<file path="src/rtl/atm_pkg.sv">
// Shared definitions for the ATM session controller.
//   state_e : controller state encodings (visible on state_o)
//   op_e    : menu operation codes
//   err_e   : error codes reported on err_code
package atm_pkg;

    typedef enum logic [2:0] {
        ST_IDLE  = 3'd0,
        ST_PIN   = 3'd1,
        ST_MENU  = 3'd2,
        ST_EXEC  = 3'd3,
        ST_EJECT = 3'd4,
        ST_LOCK  = 3'd5
    } state_e;

    typedef enum logic [1:0] {
        OP_BAL  = 2'b00,
        OP_WDR  = 2'b01,
        OP_DEP  = 2'b10,
        OP_EXIT = 2'b11
    } op_e;

    typedef enum logic [1:0] {
        ERR_NONE     = 2'b00,
        ERR_TMO      = 2'b01,
        ERR_AMT      = 2'b10,
        ERR_OVF_LOCK = 2'b11
    } err_e;

endpackage

</file>
<file path="src/rtl/atm_session_ctrl_if.sv">
// Bundle of the session controller's front-end, balance-store and timer
// signals.
//   master : drives card/keypad strobes, balance_in and timeout; observes the rest
//   slave  : the session controller itself
interface atm_session_ctrl_if #(
    parameter int BAL_W = 16
);
    logic             card_in;
    logic             pin_valid;
    logic             pin_ok;
    logic             op_valid;
    logic [1:0]       op_code;
    logic [BAL_W-1:0] amount;
    logic [BAL_W-1:0] balance_in;
    logic             timeout;
    logic             timer_clr;
    logic [2:0]       state_o;
    logic             balance_we;
    logic [BAL_W-1:0] balance_out;
    logic             done;
    logic [1:0]       err_code;
    logic             eject;
    logic             card_locked;

    modport master (
        output card_in, pin_valid, pin_ok, op_valid, op_code, amount,
               balance_in, timeout,
        input  timer_clr, state_o, balance_we, balance_out, done, err_code,
               eject, card_locked
    );

    modport slave (
        input  card_in, pin_valid, pin_ok, op_valid, op_code, amount,
               balance_in, timeout,
        output timer_clr, state_o, balance_we, balance_out, done, err_code,
               eject, card_locked
    );
endinterface

</file>
<file path="src/rtl/atm_txn_calc.sv">
// Combinational transaction evaluator.
//   op_i, amount_i, balance_i : latched operation, latched amount, live balance
//   new_balance_o             : resulting balance (unchanged balance on query/error)
//   write_ok_o                : balance store should be written
//   err_o                     : outcome code
module atm_txn_calc
    import atm_pkg::*;
#(
    parameter int BAL_W = 16
) (
    input  op_e              op_i,
    input  logic [BAL_W-1:0] amount_i,
    input  logic [BAL_W-1:0] balance_i,
    output logic [BAL_W-1:0] new_balance_o,
    output logic             write_ok_o,
    output err_e             err_o
);

    logic [BAL_W:0] sum;

    always_comb begin
        sum           = {1'b0, balance_i} + {1'b0, amount_i};
        new_balance_o = balance_i;
        write_ok_o    = 1'b0;
        err_o         = ERR_NONE;
        case (op_i)
            OP_WDR: begin
                if ((amount_i == '0) || (amount_i > balance_i)) begin
                    err_o = ERR_AMT;
                end else begin
                    new_balance_o = balance_i - amount_i;
                    write_ok_o    = 1'b1;
                end
            end
            OP_DEP: begin
                if (amount_i == '0) begin
                    err_o = ERR_AMT;
                end else if (sum[BAL_W]) begin
                    err_o = ERR_OVF_LOCK;
                end else begin
                    new_balance_o = sum[BAL_W-1:0];
                    write_ok_o    = 1'b1;
                end
            end
            default: ;
        endcase
    end

endmodule

</file>
<file path="src/rtl/atm_session_ctrl.sv">
// ATM session controller: card insertion, PIN entry with retry lockout,
// menu selection and single-cycle transaction execution. Restarts the
// inactivity timer through timer_clr and reacts to its timeout pulse.
//   clk, rst : system clock, asynchronous active-low reset
//   sif      : slave side of atm_session_ctrl_if (all outputs registered)
//
// state | meaning
// IDLE  | no card, waiting for insertion
// PIN   | card present, waiting for PIN entry
// MENU  | authenticated, waiting for an operation
// EXEC  | one-cycle execution of the latched operation
// EJECT | returning card, waiting for removal
// LOCK  | card retained after too many wrong PINs, left only by reset
module atm_session_ctrl
    import atm_pkg::*;
#(
    parameter int MAX_TRIES = 3,
    parameter int BAL_W     = 16
) (
    input logic              clk,
    input logic              rst,
    atm_session_ctrl_if.slave sif
);

    state_e           state_q;
    logic [2:0]       tries_q;
    op_e              op_q;
    logic [BAL_W-1:0] amt_q;
    logic             timer_clr_q;
    logic             balance_we_q;
    logic [BAL_W-1:0] balance_out_q;
    logic             done_q;
    err_e             err_q;
    logic             eject_q;
    logic             locked_q;

    logic [BAL_W-1:0] calc_balance;
    logic             calc_write_ok;
    err_e             calc_err;

    // Operates on the latched op/amount against the live balance, so the
    // result registered in EXEC reflects the store's value at that cycle.
    atm_txn_calc #(.BAL_W(BAL_W)) u_calc (
        .op_i          (op_q),
        .amount_i      (amt_q),
        .balance_i     (sif.balance_in),
        .new_balance_o (calc_balance),
        .write_ok_o    (calc_write_ok),
        .err_o         (calc_err)
    );

    always_ff @(posedge clk or negedge rst) begin
        if (!rst) begin
            state_q       <= ST_IDLE;
            tries_q       <= '0;
            op_q          <= OP_BAL;
            amt_q         <= '0;
            timer_clr_q   <= 1'b0;
            balance_we_q  <= 1'b0;
            balance_out_q <= '0;
            done_q        <= 1'b0;
            err_q         <= ERR_NONE;
            eject_q       <= 1'b0;
            locked_q      <= 1'b0;
        end else begin
            // Pulse outputs; balance_out is only meaningful alongside done.
            timer_clr_q   <= 1'b0;
            balance_we_q  <= 1'b0;
            done_q        <= 1'b0;
            balance_out_q <= '0;
            case (state_q)
                ST_IDLE: begin
                    if (sif.card_in) begin
                        state_q     <= ST_PIN;
                        timer_clr_q <= 1'b1;
                        tries_q     <= '0;
                        err_q       <= ERR_NONE;
                    end
                end
                ST_PIN: begin
                    if (!sif.card_in) begin
                        state_q <= ST_IDLE;
                        err_q   <= ERR_NONE;
                    end else if (sif.timeout) begin
                        state_q <= ST_EJECT;
                        err_q   <= ERR_TMO;
                        eject_q <= 1'b1;
                    end else if (sif.pin_valid) begin
                        if (sif.pin_ok) begin
                            state_q     <= ST_MENU;
                            timer_clr_q <= 1'b1;
                        end else if ((int'(tries_q) + 1) == MAX_TRIES) begin
                            state_q  <= ST_LOCK;
                            err_q    <= ERR_OVF_LOCK;
                            locked_q <= 1'b1;
                            eject_q  <= 1'b0;
                        end else begin
                            tries_q     <= tries_q + 3'd1;
                            timer_clr_q <= 1'b1;
                        end
                    end
                end
                ST_MENU: begin
                    if (!sif.card_in) begin
                        state_q <= ST_IDLE;
                        err_q   <= ERR_NONE;
                    end else if (sif.timeout) begin
                        state_q <= ST_EJECT;
                        err_q   <= ERR_TMO;
                        eject_q <= 1'b1;
                    end else if (sif.op_valid) begin
                        if (op_e'(sif.op_code) == OP_EXIT) begin
                            state_q <= ST_EJECT;
                            err_q   <= ERR_NONE;
                            eject_q <= 1'b1;
                        end else begin
                            state_q     <= ST_EXEC;
                            op_q        <= op_e'(sif.op_code);
                            amt_q       <= sif.amount;
                            timer_clr_q <= 1'b1;
                        end
                    end
                end
                ST_EXEC: begin
                    // timeout is deliberately not looked at: the timer is
                    // restarted in this same cycle.
                    if (!sif.card_in) begin
                        state_q <= ST_IDLE;
                        err_q   <= ERR_NONE;
                    end else begin
                        state_q       <= ST_MENU;
                        done_q        <= 1'b1;
                        timer_clr_q   <= 1'b1;
                        balance_we_q  <= calc_write_ok;
                        balance_out_q <= calc_balance;
                        err_q         <= calc_err;
                    end
                end
                ST_EJECT: begin
                    if (!sif.card_in) begin
                        state_q <= ST_IDLE;
                        eject_q <= 1'b0;
                    end
                end
                ST_LOCK: begin
                    locked_q <= 1'b1;
                    eject_q  <= 1'b0;
                end
                default: state_q <= ST_IDLE;
            endcase
        end
    end

    assign sif.state_o     = state_q;
    assign sif.timer_clr   = timer_clr_q;
    assign sif.balance_we  = balance_we_q;
    assign sif.balance_out = balance_out_q;
    assign sif.done        = done_q;
    assign sif.err_code    = err_q;
    assign sif.eject       = eject_q;
    assign sif.card_locked = locked_q;

endmodule

</file>
<file path="src/flat_wrapper.sv">
// flat-port wrapper written by rule: the top's interface ports become plain ports
module atm_session_ctrl_flat import atm_pkg::*;
#(
    parameter int MAX_TRIES = 3,
    parameter int BAL_W     = 16
)
  (clk, rst, sif_card_in, sif_pin_valid, sif_pin_ok, sif_op_valid, sif_op_code, sif_amount, sif_balance_in, sif_timeout, sif_timer_clr, sif_state_o, sif_balance_we, sif_balance_out, sif_done, sif_err_code, sif_eject, sif_card_locked);
  atm_session_ctrl_if #(.BAL_W(BAL_W)) sif_i ();
  input logic clk;
  input logic rst;
  input wire logic [$bits(sif_i.card_in)-1:0] sif_card_in;
  input wire logic [$bits(sif_i.pin_valid)-1:0] sif_pin_valid;
  input wire logic [$bits(sif_i.pin_ok)-1:0] sif_pin_ok;
  input wire logic [$bits(sif_i.op_valid)-1:0] sif_op_valid;
  input wire logic [$bits(sif_i.op_code)-1:0] sif_op_code;
  input wire logic [$bits(sif_i.amount)-1:0] sif_amount;
  input wire logic [$bits(sif_i.balance_in)-1:0] sif_balance_in;
  input wire logic [$bits(sif_i.timeout)-1:0] sif_timeout;
  output wire logic [$bits(sif_i.timer_clr)-1:0] sif_timer_clr;
  output wire logic [$bits(sif_i.state_o)-1:0] sif_state_o;
  output wire logic [$bits(sif_i.balance_we)-1:0] sif_balance_we;
  output wire logic [$bits(sif_i.balance_out)-1:0] sif_balance_out;
  output wire logic [$bits(sif_i.done)-1:0] sif_done;
  output wire logic [$bits(sif_i.err_code)-1:0] sif_err_code;
  output wire logic [$bits(sif_i.eject)-1:0] sif_eject;
  output wire logic [$bits(sif_i.card_locked)-1:0] sif_card_locked;
  assign sif_i.card_in = sif_card_in;
  assign sif_i.pin_valid = sif_pin_valid;
  assign sif_i.pin_ok = sif_pin_ok;
  assign sif_i.op_valid = sif_op_valid;
  assign sif_i.op_code = sif_op_code;
  assign sif_i.amount = sif_amount;
  assign sif_i.balance_in = sif_balance_in;
  assign sif_i.timeout = sif_timeout;
  assign sif_timer_clr = sif_i.timer_clr;
  assign sif_state_o = sif_i.state_o;
  assign sif_balance_we = sif_i.balance_we;
  assign sif_balance_out = sif_i.balance_out;
  assign sif_done = sif_i.done;
  assign sif_err_code = sif_i.err_code;
  assign sif_eject = sif_i.eject;
  assign sif_card_locked = sif_i.card_locked;
  atm_session_ctrl #(.MAX_TRIES(MAX_TRIES), .BAL_W(BAL_W)) u_core (.clk(clk), .rst(rst), .sif(sif_i));
endmodule
</file>
<file path="config.mk">
export PLATFORM = sky130hd
export DESIGN_NAME = atm_session_ctrl_flat
export DESIGN_NICKNAME = d
export VERILOG_FILES = /design/src/rtl/atm_pkg.sv /design/src/rtl/atm_session_ctrl_if.sv /design/src/rtl/atm_txn_calc.sv /design/src/rtl/atm_session_ctrl.sv /design/src/flat_wrapper.sv
export SDC_FILE = /design/constraint.sdc
export NUM_CORES = 1
export LEC_CHECK = 0
export BUFFER_PORTS_ARGS = -buffer_cell sky130_fd_sc_hd__buf_2
export CORE_UTILIZATION = 52
export CTS_CLUSTER_DIAMETER = 150
export DETAILED_ROUTE_END_ITERATION = 12
export HOLD_SLACK_MARGIN = 0.05
export PLACE_DENSITY = 0.84
export RECOVER_POWER = 25
export SLEW_MARGIN = 10
export SYNTH_ARGS = -nofsm -noshare
export SYNTH_HDL_FRONTEND = slang
export SYNTH_SLANG_ARGS = --single-unit
</file>
<file path="constraint.sdc">
create_clock -name clk -period 2.97 [get_ports clk]
set_clock_uncertainty 0.15 [all_clocks]
set_input_delay 0.297 -clock clk [delete_from_list [all_inputs] [get_ports clk]]
set_output_delay 0.297 -clock clk [all_outputs]
set_load 0.05 [all_outputs]
</file>
After elaboration in Yosys (flattened, before gate mapping)

Index checks and enable logic that the tools add are counted.

Bits in registers: 47
Input port bits: 41
Word-level logic and storage cells: 139

Add/subtract/negate cells: 4
Order comparisons: 1
Eq/ne operators: 29
Multiplexer cells: 77
Bitwise operators: 3
Reductions and logical operators: 14

Operators with widths:

| cell                                                                    | number |
|---|---|
| 16-bit two-way mux                                                      | 5 |
| 3-bit two-way mux                                                       | 17 |
| 32-bit by 3-bit equality test with 1-bit output (second input constant) | 1 |
| 16-bit case mux with 2 select lines                                     | 1 |
| 1-bit two-way mux                                                       | 31 |
| 2-bit two-way mux                                                       | 15 |
| 3-bit case mux with 6 select lines                                      | 1 |
| 16-bit by 16-bit adder with 17-bit output                               | 1 |
| 16-bit > comparator                                                     | 1 |
| 16-bit zero test                                                        | 1 |
| 2-bit != test (second input constant)                                   | 8 |
| 16-bit subtractor                                                       | 1 |
| 7-bit AND reduction                                                     | 2 |
| 4-bit != test (second input constant)                                   | 3 |
| 6-bit AND reduction                                                     | 2 |
| 3-bit != test (second input constant)                                   | 3 |
| 9-bit AND reduction                                                     | 1 |
| 4-bit by 3-bit != test with 1-bit output (second input constant)        | 2 |
| 2-bit case mux with 4 select lines                                      | 1 |
| 4-bit nonzero test                                                      | 2 |
| 3-bit by 2-bit equality test with 1-bit output (second input constant)  | 2 |
| 3-bit equality test (second input constant)                             | 2 |
| 3-bit by 2-bit != test with 1-bit output (second input constant)        | 2 |
| 3-bit case mux with 2 select lines                                      | 1 |
| 17 further kinds                                                        | 22 |

Longest topological paths before layout

Gate-level depths: netlist of the first run.

Word-level depth: 8
Mapped depth: 11
Depth with buffers taken out: 10

Modules after synthesis

A second synthesis of the first run with hierarchy kept.

Cell total of the unflattened synthesis: 481
Area total of the unflattened synthesis: 4418.0 um^2

Modules (own cells, without submodules):

| module           | times used | cells an instance | area each (um^2) | seq. area each (um^2) |
|---|---|---|---|---|
| atm_txn_calc     | 1          | 308               | 2223.4           | 0.0 |
| atm_session_ctrl | 1          | 173               | 2194.6           | 1176.1 |

Least setup slack after synthesis of the first run

Ideal clock, no wire load.

Path type: register to register
Start: register u_core.amt_q[0]
End: register u_core.balance_out_q[14] (netlist: u_core.sif.balance_out[14])
Setup time: 0.121 ns
Arrival time: 2.548 ns
Slack: 0.151 ns
Cell stages (with the launch flop): 12
Path buffers: 1
Cells stage by stage: dfrtp_1 -> ha_1 -> inv_1 -> fa_1 -> o21bai_1 -> o211ai_2 -> a311oi_2 -> o32a_4 -> nor2_1 -> buf_4 -> a221o_1 -> a22o_1

Cells in the longest elaborated chain, start to end: 6
Elaborated cells on any way between the ends: 11
Those cells by class: add/sub (2); order compare (1); mux (6); reduce/logical (2)

RTL lines:

| element                                                                 | line                                   | source |
|---|---|---|
| start, declared                                                         | atm_session_ctrl.sv:28                 | `logic [BAL_W-1:0] amt_q;` |
| start signal, assigned                                                  | atm_session_ctrl.sv:119                | `amt_q <= sif.amount;` |
| 16-bit by 16-bit adder with 17-bit output, or another cell as far along | atm_txn_calc.sv:22                     | `sum = {1'b0, balance_i} + {1'b0, amount_i};` |
| 16-bit two-way mux or 1-bit logical OR (tied branches)                  | atm_txn_calc.sv:38, atm_txn_calc.sv:28 |  |
| 16-bit two-way mux (on tied branches)                                   | atm_txn_calc.sv:36, atm_txn_calc.sv:28 |  |
| 16-bit case mux with 2 select lines (*)                                 | atm_txn_calc.sv:26                     | `case (op_i)` |
| 16-bit two-way mux (*)                                                  | atm_session_ctrl.sv:127                | `if (!sif.card_in) begin` |
| 16-bit two-way mux (*)                                                  | atm_session_ctrl.sv:71                 | `case (state_q)` |
| end signal, assigned                                                    | atm_session_ctrl.sv:135                | `balance_out_q <= calc_balance;` |
| end, declared                                                           | atm_session_ctrl.sv:31                 | `logic [BAL_W-1:0] balance_out_q;` |

Every way passes the cells marked *; elsewhere a longest branch is shown, timed or not.
A chain may end at the register's enable or synchronous reset.

Final worst setup path of the first run

Ends and elaborated chain as after synthesis.

==> flow_results.org, run 1 <==
** Logic synthesis
- Dominant register cell in the synthesized netlist :: dfrtp_1
- Of the synthesized area, sequential elements account for 0.299.
- Post-synth EDFFs :: 0
- Flop and latch count out of synthesis :: 47
- Share of synthesized registers carrying an async set or reset :: 1.00
- The number of different library cells used by synthesis comes to 64.
- Mean Syn Cell Area :: 9.07 sq um
- After synthesis the cells add up to 3930 sq um.
- The Yosys step of the flow raised 0 warnings.
- Mapped Nets :: 512
- Synthesis handed over a netlist of 433 instances.

** Finish
- In the layout the commonest cells are buf_2, dfrtp_1, inv_1.
- Count of nets after finishing :: 604
- Compared with the post-synthesis result, the final layout area differs by 21.2%.
- Of the cells placed in the final design, the portion with a size suffix greater than 1 is 0.302.
- Fill cell instance count of the final layout :: 628
- The library cell used most frequently in the layout, excluding fill and tap cells, is buf_2.
- Count of antenna diodes in the layout :: 0

** Power
- Max VDD drop :: 0.000326 V
- Lkg Pwr :: 0.00226 uW
- Power per cell area :: 630 nW/um^2

** Run
- The tool flagged a number of max-cap violations equal to 0.

** Drt
- Number of search-and-repair iterations in the first detailed-routing pass :: 5
- For this run, design rule violations remaining after detail routing come to 0.
- DRT Wirelength :: 11500 um
- The detailed router finished its first iteration with 383 violations.
- Count of vias placed by the detailed router :: 3887
- Final routed wire length divided by cell count :: 18.4 um
- Detail Route Antenna Nets :: 0
- Mean number of vias per cell :: 6.22

** Die
- Floorplan row count :: 31
- The die covers 7900 sq um.
- Initial core utilization :: 0.539
- The floorplan step set the die height to 88.9 um.
- For this design the top-level I/O count stands at 67.
- The core region is 7290 sq um.
- Width of the die :: 88.9 um

** STA
- At the pin with the least slew margin, the transition time is 1.23 ns.
- Worst rel slew slack :: 0.177
- Once routing completed, OpenROAD measured the worst setup slack at 0.0870 ns.
- Count of endpoints failing setup in the final report :: 0
- Max Transition Viols Final :: 0
- Final critical delay including setup and external delays :: 2.88 ns
- The tightest hold path in the finished design has a slack of 0.0552 ns.
- In the finished design, the share of the clock period the worst path needs comes to 0.971.
- The final-report hold violation count was 0.
- Maximum clock rate :: 0.347 GHz

** Placed design
- At the end of routability-driven placement, the weighted congestion stood at 0.909.
- Number of buffer cells added on primary ports :: 66
- OpenSTA, run right after detailed placement, puts the worst setup slack at -0.120 ns.
- Estimated wirelength of the detail-placed design :: 8550 um

** Worst setup path
- Nature of the critical path startpoint :: flip-flop
- The most critical setup path has its startpoint at u_core.amt_q[0].
- The worst setup path is of the flip-flop to flip-flop kind.
- CP Data Required Time :: 3.02 ns
- Destination of the critical timing path :: u_core.sif.balance_out[14]
- The worst register-to-register path has a depth of 12.
- The worst register-to-register path begins at u_core.amt_q[0].
- In this run the register-to-register setup slack is 0.09 ns.
- STA classifies the critical path endpoint as a flip-flop.
- Along the worst path, the maximum fanout reaches 6.
- Data arrival time of the critical path :: 2.94 ns
- In this run the critical register-to-register path is captured at u_core.sif.balance_out[14].

** GRT
- Antenna violations before repair :: 0
- The via count of the first global-routing pass was 3623.
- Entering global routing, the biggest net connects 48 pins.
- Global-route wire length before repair :: 17800 um
- GRT Resource Usage Total :: 0.295
- After global routing the overflow that remains totals 0.

** Clocking
- Clock tree synthesis found a total of 47 sinks.
- Max Root-Sink Buffers :: 2
- The number of clock buffers added by TritonCTS is 5.
- After clock tree synthesis, the clock-pin slew on the worst setup and hold paths is 0.10 ns.
- Clock tree synthesis selected as its root buffer the cell clkbuf_8.
- At the later pin of the worst-skew pair, clock insertion delay measures 0.32 ns.
- The H-tree generated during clock tree synthesis spans 2 levels.
- TritonCTS built the clock tree.

** Min path
- Tightest Hold Check Type :: primary input to flip-flop

** Status
- The run finished with clean final reports.
registers in the layout, indices dropped and copies added, names as in the netlist, 2 cells and up:
register and cells:
u_core.op_q 2, u_core.sif.state_o 3, u_core.sif.balance_out 16, u_core.sif.err_code 2, u_core.tries_q 3, u_core.amt_q 16
synthesized netlist by cell type (4+ instances only):
cell type | number | area (sq um)
o21ai_0 | 12 | 60.1
a22o_1 | 14 | 123
nor2b_1 | 7 | 43.8
a221o_1 | 15 | 150
o31a_1 | 5 | 43.8
ha_1 | 36 | 450
nand3_1 | 11 | 55.1
nor2_1 | 34 | 128
nand2b_1 | 10 | 62.6
o221ai_1 | 13 | 114
dfrtp_1 | 47 | 1180
o211ai_1 | 7 | 52.6
nor3_1 | 13 | 65.1
a21o_1 | 7 | 52.6
a21oi_1 | 26 | 130
mux2_2 | 20 | 225
o22ai_1 | 4 | 25.0
inv_1 | 41 | 154
clkbuf_1 | 9 | 33.8
buf_4 | 4 | 30.0
o31ai_1 | 5 | 37.5
o21a_1 | 5 | 37.5
nand2_1 | 20 | 75.1
nor4_1 | 6 | 37.5
cell type report:
type / instances / area, sq um / share of cell area
Tap cell: 99 / 124 / 0.0260
Multi-Input combinational cell: 325 / 2570 / 0.540
Inverter: 42 / 158 / 0.0331
Clock buffer: 6 / 72.6 / 0.0152
Timing Repair Buffer: 104 / 647 / 0.136
Clock inverter: 2 / 12.5 / 0.00263
Sequential cell: 47 / 1180 / 0.247
cell families (layout without fill, tap and decap cells):
family	after synthesis	in the layout	share of synthesized area
AO/OA/AOI/OAI	142	142	0.282
XOR/XNOR	2	2	0.00446
flip-flops	47	47	0.299
AND/OR/NAND/NOR	122	122	0.161
adder cells (fa/ha/maj)	38	38	0.125
buffers and inverters	61	154	0.0688
multiplexers	21	21	0.0599
layer usage:
| layer | up-vias | track usage | routed length, um |
|---|---|---|---|
| met5 | - | 0 | 0 |
| met4 | 0 | 0.0982 | 340 |
| met3 | 34 | 0.0416 | 744 |
| met2 | 196 | 0.504 | 5610 |
| met1 | 1848 | 0.386 | 4790 |
| li1 | 1809 | - | - |
worst min path at each step:
stage	from	endpoint	slack (ns)	cells after the start
after floorplan	rst	u_core.amt_q[0]	-0.15	0
after global routing	sif_amount[4]	u_core.amt_q[4]	0.06	2
after global placement	u_core.sif.card_locked	u_core.sif.card_locked	0.31	1
after CTS	sif_amount[2]	u_core.amt_q[2]	0.06	2
after detailed placement	u_core.sif.card_locked	u_core.sif.card_locked	0.31	1
final	sif_amount[2]	u_core.amt_q[2]	0.06	2
report_power, final:
part	switching (uW)	internal [uW]
Sequential	98.4	768
Combinational	1090	634
Clock	241	165
worst max-delay path: stages, from the launching register on:
cell,delay (ns)
dfrtp_1,0.40
ha_1,0.20
inv_1,0.08
fa_2,0.25
o21bai_4,0.08
o211ai_4,0.20
a311oi_2,0.16
o32a_4,0.40
buf_12,0.13
o21ai_4,0.15
a31oi_4,0.14
buf_4,0.19
a22o_1,0.23
repair_timing:
item / in CTS / in global routing
resized for setup: 3 / 16
cloned: 0 / 0
hold buffers: 0 / 1
pin swaps: 3 / 6
setup buffers: 2 / 1
hold endpoints to repair: 0 / 47
setup endpoints to repair: 11 / 18
through the flow:
stage,instances,total power [uW],utilization,TNS (ns),instance area [sq um]
floorplan,433,2050,-,0,3930
global placement,613,2470,0.622,-0.126,4540
detailed placement,613,2500,0.622,-0.959,4540
global route,625,3180,0.653,-0.0396,4760
finish,625,3000,0.653,0,4760
CTS,623,2930,0.640,0,4670
Power figures use the tool's default switching activity.
==> run 2, diff against run 1 <==
--- a/config.mk
+++ b/config.mk
@@ -5,8 +5,9 @@
 export SDC_FILE = /design/constraint.sdc
 export NUM_CORES = 1
 export LEC_CHECK = 0
+export ABC_AREA = 1
 export BUFFER_PORTS_ARGS = -buffer_cell sky130_fd_sc_hd__buf_2
-export CORE_UTILIZATION = 52
+export CORE_UTILIZATION = 53
 export CTS_CLUSTER_DIAMETER = 150
 export DETAILED_ROUTE_END_ITERATION = 12
 export HOLD_SLACK_MARGIN = 0.05
==> run 2 against run 1 <==
Effect of this change: via count up 22%; synthesized area rose by 15%; cell area rose by 8.4%; critical endpoint is now u_core.sif.balance_out[10]; highest routed layer unchanged.
==> flow_results.org, run 2 <==
** Logic synthesis
- The fraction of registers with async set or reset after synthesis was 1.00 (unchanged).
- The number of register bits inferred by synthesis came to 47 (unchanged).
- Sequential-to-total area share from yosys stat :: 0.259 (-0.0400)
- Mapped Nets :: 766 (+50%)
- The combined area of all synthesized cells came to 4530 sq um (+15%).
- The gate count after technology mapping was 687 (+59%).
- The count of flip-flops with a built-in enable after synthesis came to 0 (unchanged).
- Portion of synthesized cell area occupied by the leading cell type :: 0.259 (-0.0400)
- The yosys synthesis warning count was 0 (unchanged).
- Number of distinct library cells after synthesis :: 43 (-33%)
- Of all cell types, the one taking the most synthesized area is dfrtp_1.
- nand2_1 is the most common cell in the netlist.
- After synthesis, the most frequently instantiated cells are nand2_1, inv_1, nor2_1.
- Mean Syn Cell Area :: 6.60 sq um (-27%)
- Top cells by area in the synthesized netlist :: dfrtp_1, nand2_1, ha_1
- Dominant register cell in the synthesized netlist :: dfrtp_1

** Drt
- The remaining routing DRC violations came to 0 (unchanged).
- Count of vias placed by the detailed router :: 4756 (+22%)
- Final routed wire length divided by cell count :: 15.1 um (-18%)
- DRT Wirelength :: 13000 um (+13%)
- The post-detailed-route count of antenna-violating nets was 0 (unchanged).
- The number of optimization iterations in the first detailed-route pass came to 8 (+3).
- The violation count after the first detailed-routing iteration is 378 (-1.3%).
- Mean number of vias per cell :: 5.50 (-11%)

** GRT
- Maximum number of pins on one net before global-route repair :: 48 (unchanged)
- Antenna violations before repair :: 0 (unchanged)
- The total global routing overflow was 0 (unchanged).
- The overall fraction of global-route tracks in use is 0.304 (+0.00888).
- Number of global-route vias before repair :: 4515 (+25%)
- The global-route wire length before repair was 21000 um (+18%).

** Die
- Floorplan row count :: 33 (+6.5%)
- Placeable Area :: 8260 sq um (+13%)
- The initial core utilization is 0.549 (+0.0103).
- The vertical die dimension came to 94.5 um (+6.3%).
- Die area :: 8930 sq um (+13%)
- Number of top-level pins :: 67 (unchanged)
- The width of the die was 94.5 um (+6.3%).

** Worst setup path
- The signal arrival time at the worst endpoint came to 2.89 ns (-0.05 ns).
- Largest fanout of any net on the critical path :: 11 (+5)
- The data required time of the critical path came to 3.06 ns (+0.04 ns).
- Kind of critical path :: flip-flop to flip-flop
- Nature of the critical path startpoint :: flip-flop
- Critical path capture point type :: flip-flop

** Finish
- The antenna cell count is 0 (unchanged).
- The library cell used most frequently in the layout, excluding fill and tap cells, is nand2_1.
- Fraction of final layout cells sized beyond drive strength 1 :: 0.173 (-0.130)
- Relative to the synthesized area, the layout overhead comes to 13.8%.
- Top library cells by usage in the layout, fill and taps aside :: nand2_1, inv_1, nor2_1
- The final layout net count came to 837 (+39%).
- The number of filler cells placed in the layout is 744 (+18%).

** STA
- Setup total negative slack :: 0 ns (unchanged)
- Slew at the pin closest to its max-slew limit :: 1.16 ns (-0.0767 ns)
- Crit share post-route :: 0.942 (-0.0285)
- Setup repair after global routing left no endpoint under its margin.
- The final critical path time including I/O delays and setup is 2.80 ns (-0.0847 ns).
- The number of slew-limit violations in the final report came to 0 (unchanged).
- The headroom to the max-slew limit is 0.228 (+0.0511).
- Final Hold Slack :: 0.0415 ns (-0.0137 ns)
- Count of endpoints failing setup in the final report :: 0 (unchanged)
- Maximum clock rate :: 0.357 GHz (+3.0%)
- The final-report hold violation count came to 0 (unchanged).

** Placed design
- The port buffer count came to 66 (unchanged).
- Estimated wirelength of the detail-placed design :: 10200 um (+20%)
- Weighted congestion at the end of routability-driven global placement :: 0.986 (+8.5%)

** Clocking
- Post-cts hold buffer count :: 4 (+4)
- The tree is rooted in a clkbuf_8.
- H-tree depth :: 2 (unchanged)
- The post-CTS setup-driven buffer insertion count came to 0 (-2).
- Clock tree from TritonCTS :: done
- Post-cts repair resize count :: 0 (-3)
- The number of clock sinks seen by CTS came to 47 (unchanged).
- The later-pin clock latency in the skew report was 0.32 ns (about the same).
- The maximum buffer depth of the clock tree came to 2 (unchanged).
- Clock buffer count from CTS :: 5 (unchanged)
- Clock transition at the register clock pins on the worst setup and hold paths after CTS :: 0.12 ns (+0.02 ns)

** Run
- Number of maximum-capacitance constraint violations :: 0 (unchanged)

** Power
- Max VDD drop :: 0.000252 V (-23%)
- Lkg Pwr :: 0.00294 uW (+30%)
- Sum of internal, switching and leakage power :: 1490 uW (-50%)
- Power per cell area :: 289 nW/um^2 (-54%)

** Status
- The flow ran to the end, and the final reports show no timing, DRC or antenna violations.

** Min path
- The min-delay analysis places its worst path in the category primary input to flip-flop.
run 2: cell types whose count changed after synthesis, moves of 14 or more:
cell,previous run,this run
inv_1,41,99
a221o_1,15,0
nand2_1,20,178
nand3_1,11,61
nand2_2,0,14
a22o_1,14,0
nor2_1,34,76
run 2: stage by stage:
step	util	cells	cell area [sq um]	setup WS, ns
after floorplan	-	687	4530	0.691
after global placement	0.598	847	4930	0.323
after detailed placement	0.598	847	4930	0.218
after CTS	0.619	859	5110	0.240
after global routing	0.625	864	5160	0.00235
final	0.625	864	5160	0.172
run 2: final cells by class:
type,instances,area (sq um),area share
multi-input combinational,512,2850,0.552
sequential,47,1180,0.228
inverter,114,429,0.0832
tap,105,131,0.0255
clock buffer,5,68.8,0.0133
timing repair buffer,78,437,0.0846
clock inverter,3,71.3,0.0138
run 2: report_power, final:
| part | leakage [uW] | switching (uW) | internal (uW) | total, uW |
|---|---|---|---|---|
| Combinational | 0.00225 | 160 | 81.4 | 241 |
| Sequential | 0.000626 | 1.08 | 641 | 642 |
| Clock | 0.0000703 | 267 | 343 | 609 |
| Total | 0.00294 | 428 | 1060 | 1490 |
run 2: kinds of logic after synthesis:
family | synth area share
AO/OA/AOI/OAI | 0.105
buffers and inverters | 0.113
adder cells (fa/ha/maj) | 0.108
XOR/XNOR | 0.0251
multiplexers | 0.0447
AND/OR/NAND/NOR | 0.345
flip-flops | 0.259
run 2: path summary, 6_finish.rpt:
kind,startpoint,end,slack [ns],cells past startpoint
max,u_core.amt_q[0],u_core.sif.balance_out[10],0.17,15
max reg2reg,u_core.amt_q[0],u_core.sif.balance_out[10],0.17,15
max in group asynchronous,rst,u_core.sif.state_o[2],0.79,3
min reg2reg,u_core.sif.card_locked,u_core.sif.card_locked,0.33,1
min in group asynchronous,rst,u_core.sif.balance_out[15],0.56,2
min,sif_amount[14],u_core.amt_q[14],0.04,2
run 2: worst max-delay path, stage by stage (launching register included):
cell and delay, ns:
dfrtp_1 0.43, ha_1 0.26, fa_1 0.44, inv_1 0.10, nand2_1 0.07, nand2_1 0.08
nand3_1 0.09, nand2_2 0.11, nand2_2 0.07, nand2_2 0.08, nand3_2 0.25, inv_2 0.23
nand2_1 0.13, nand3_1 0.09, nor2_1 0.04, nor2_1 0.08
run 2: layer usage:
layer / global-route usage / part of all wire / routed length (um)
met1: 0.398 / 0.43 / 5630
met2: 0.499 / 0.46 / 6000
met3: 0.0483 / 0.068 / 890
met4: 0.128 / 0.038 / 495
met5: 0 / 0 / 0
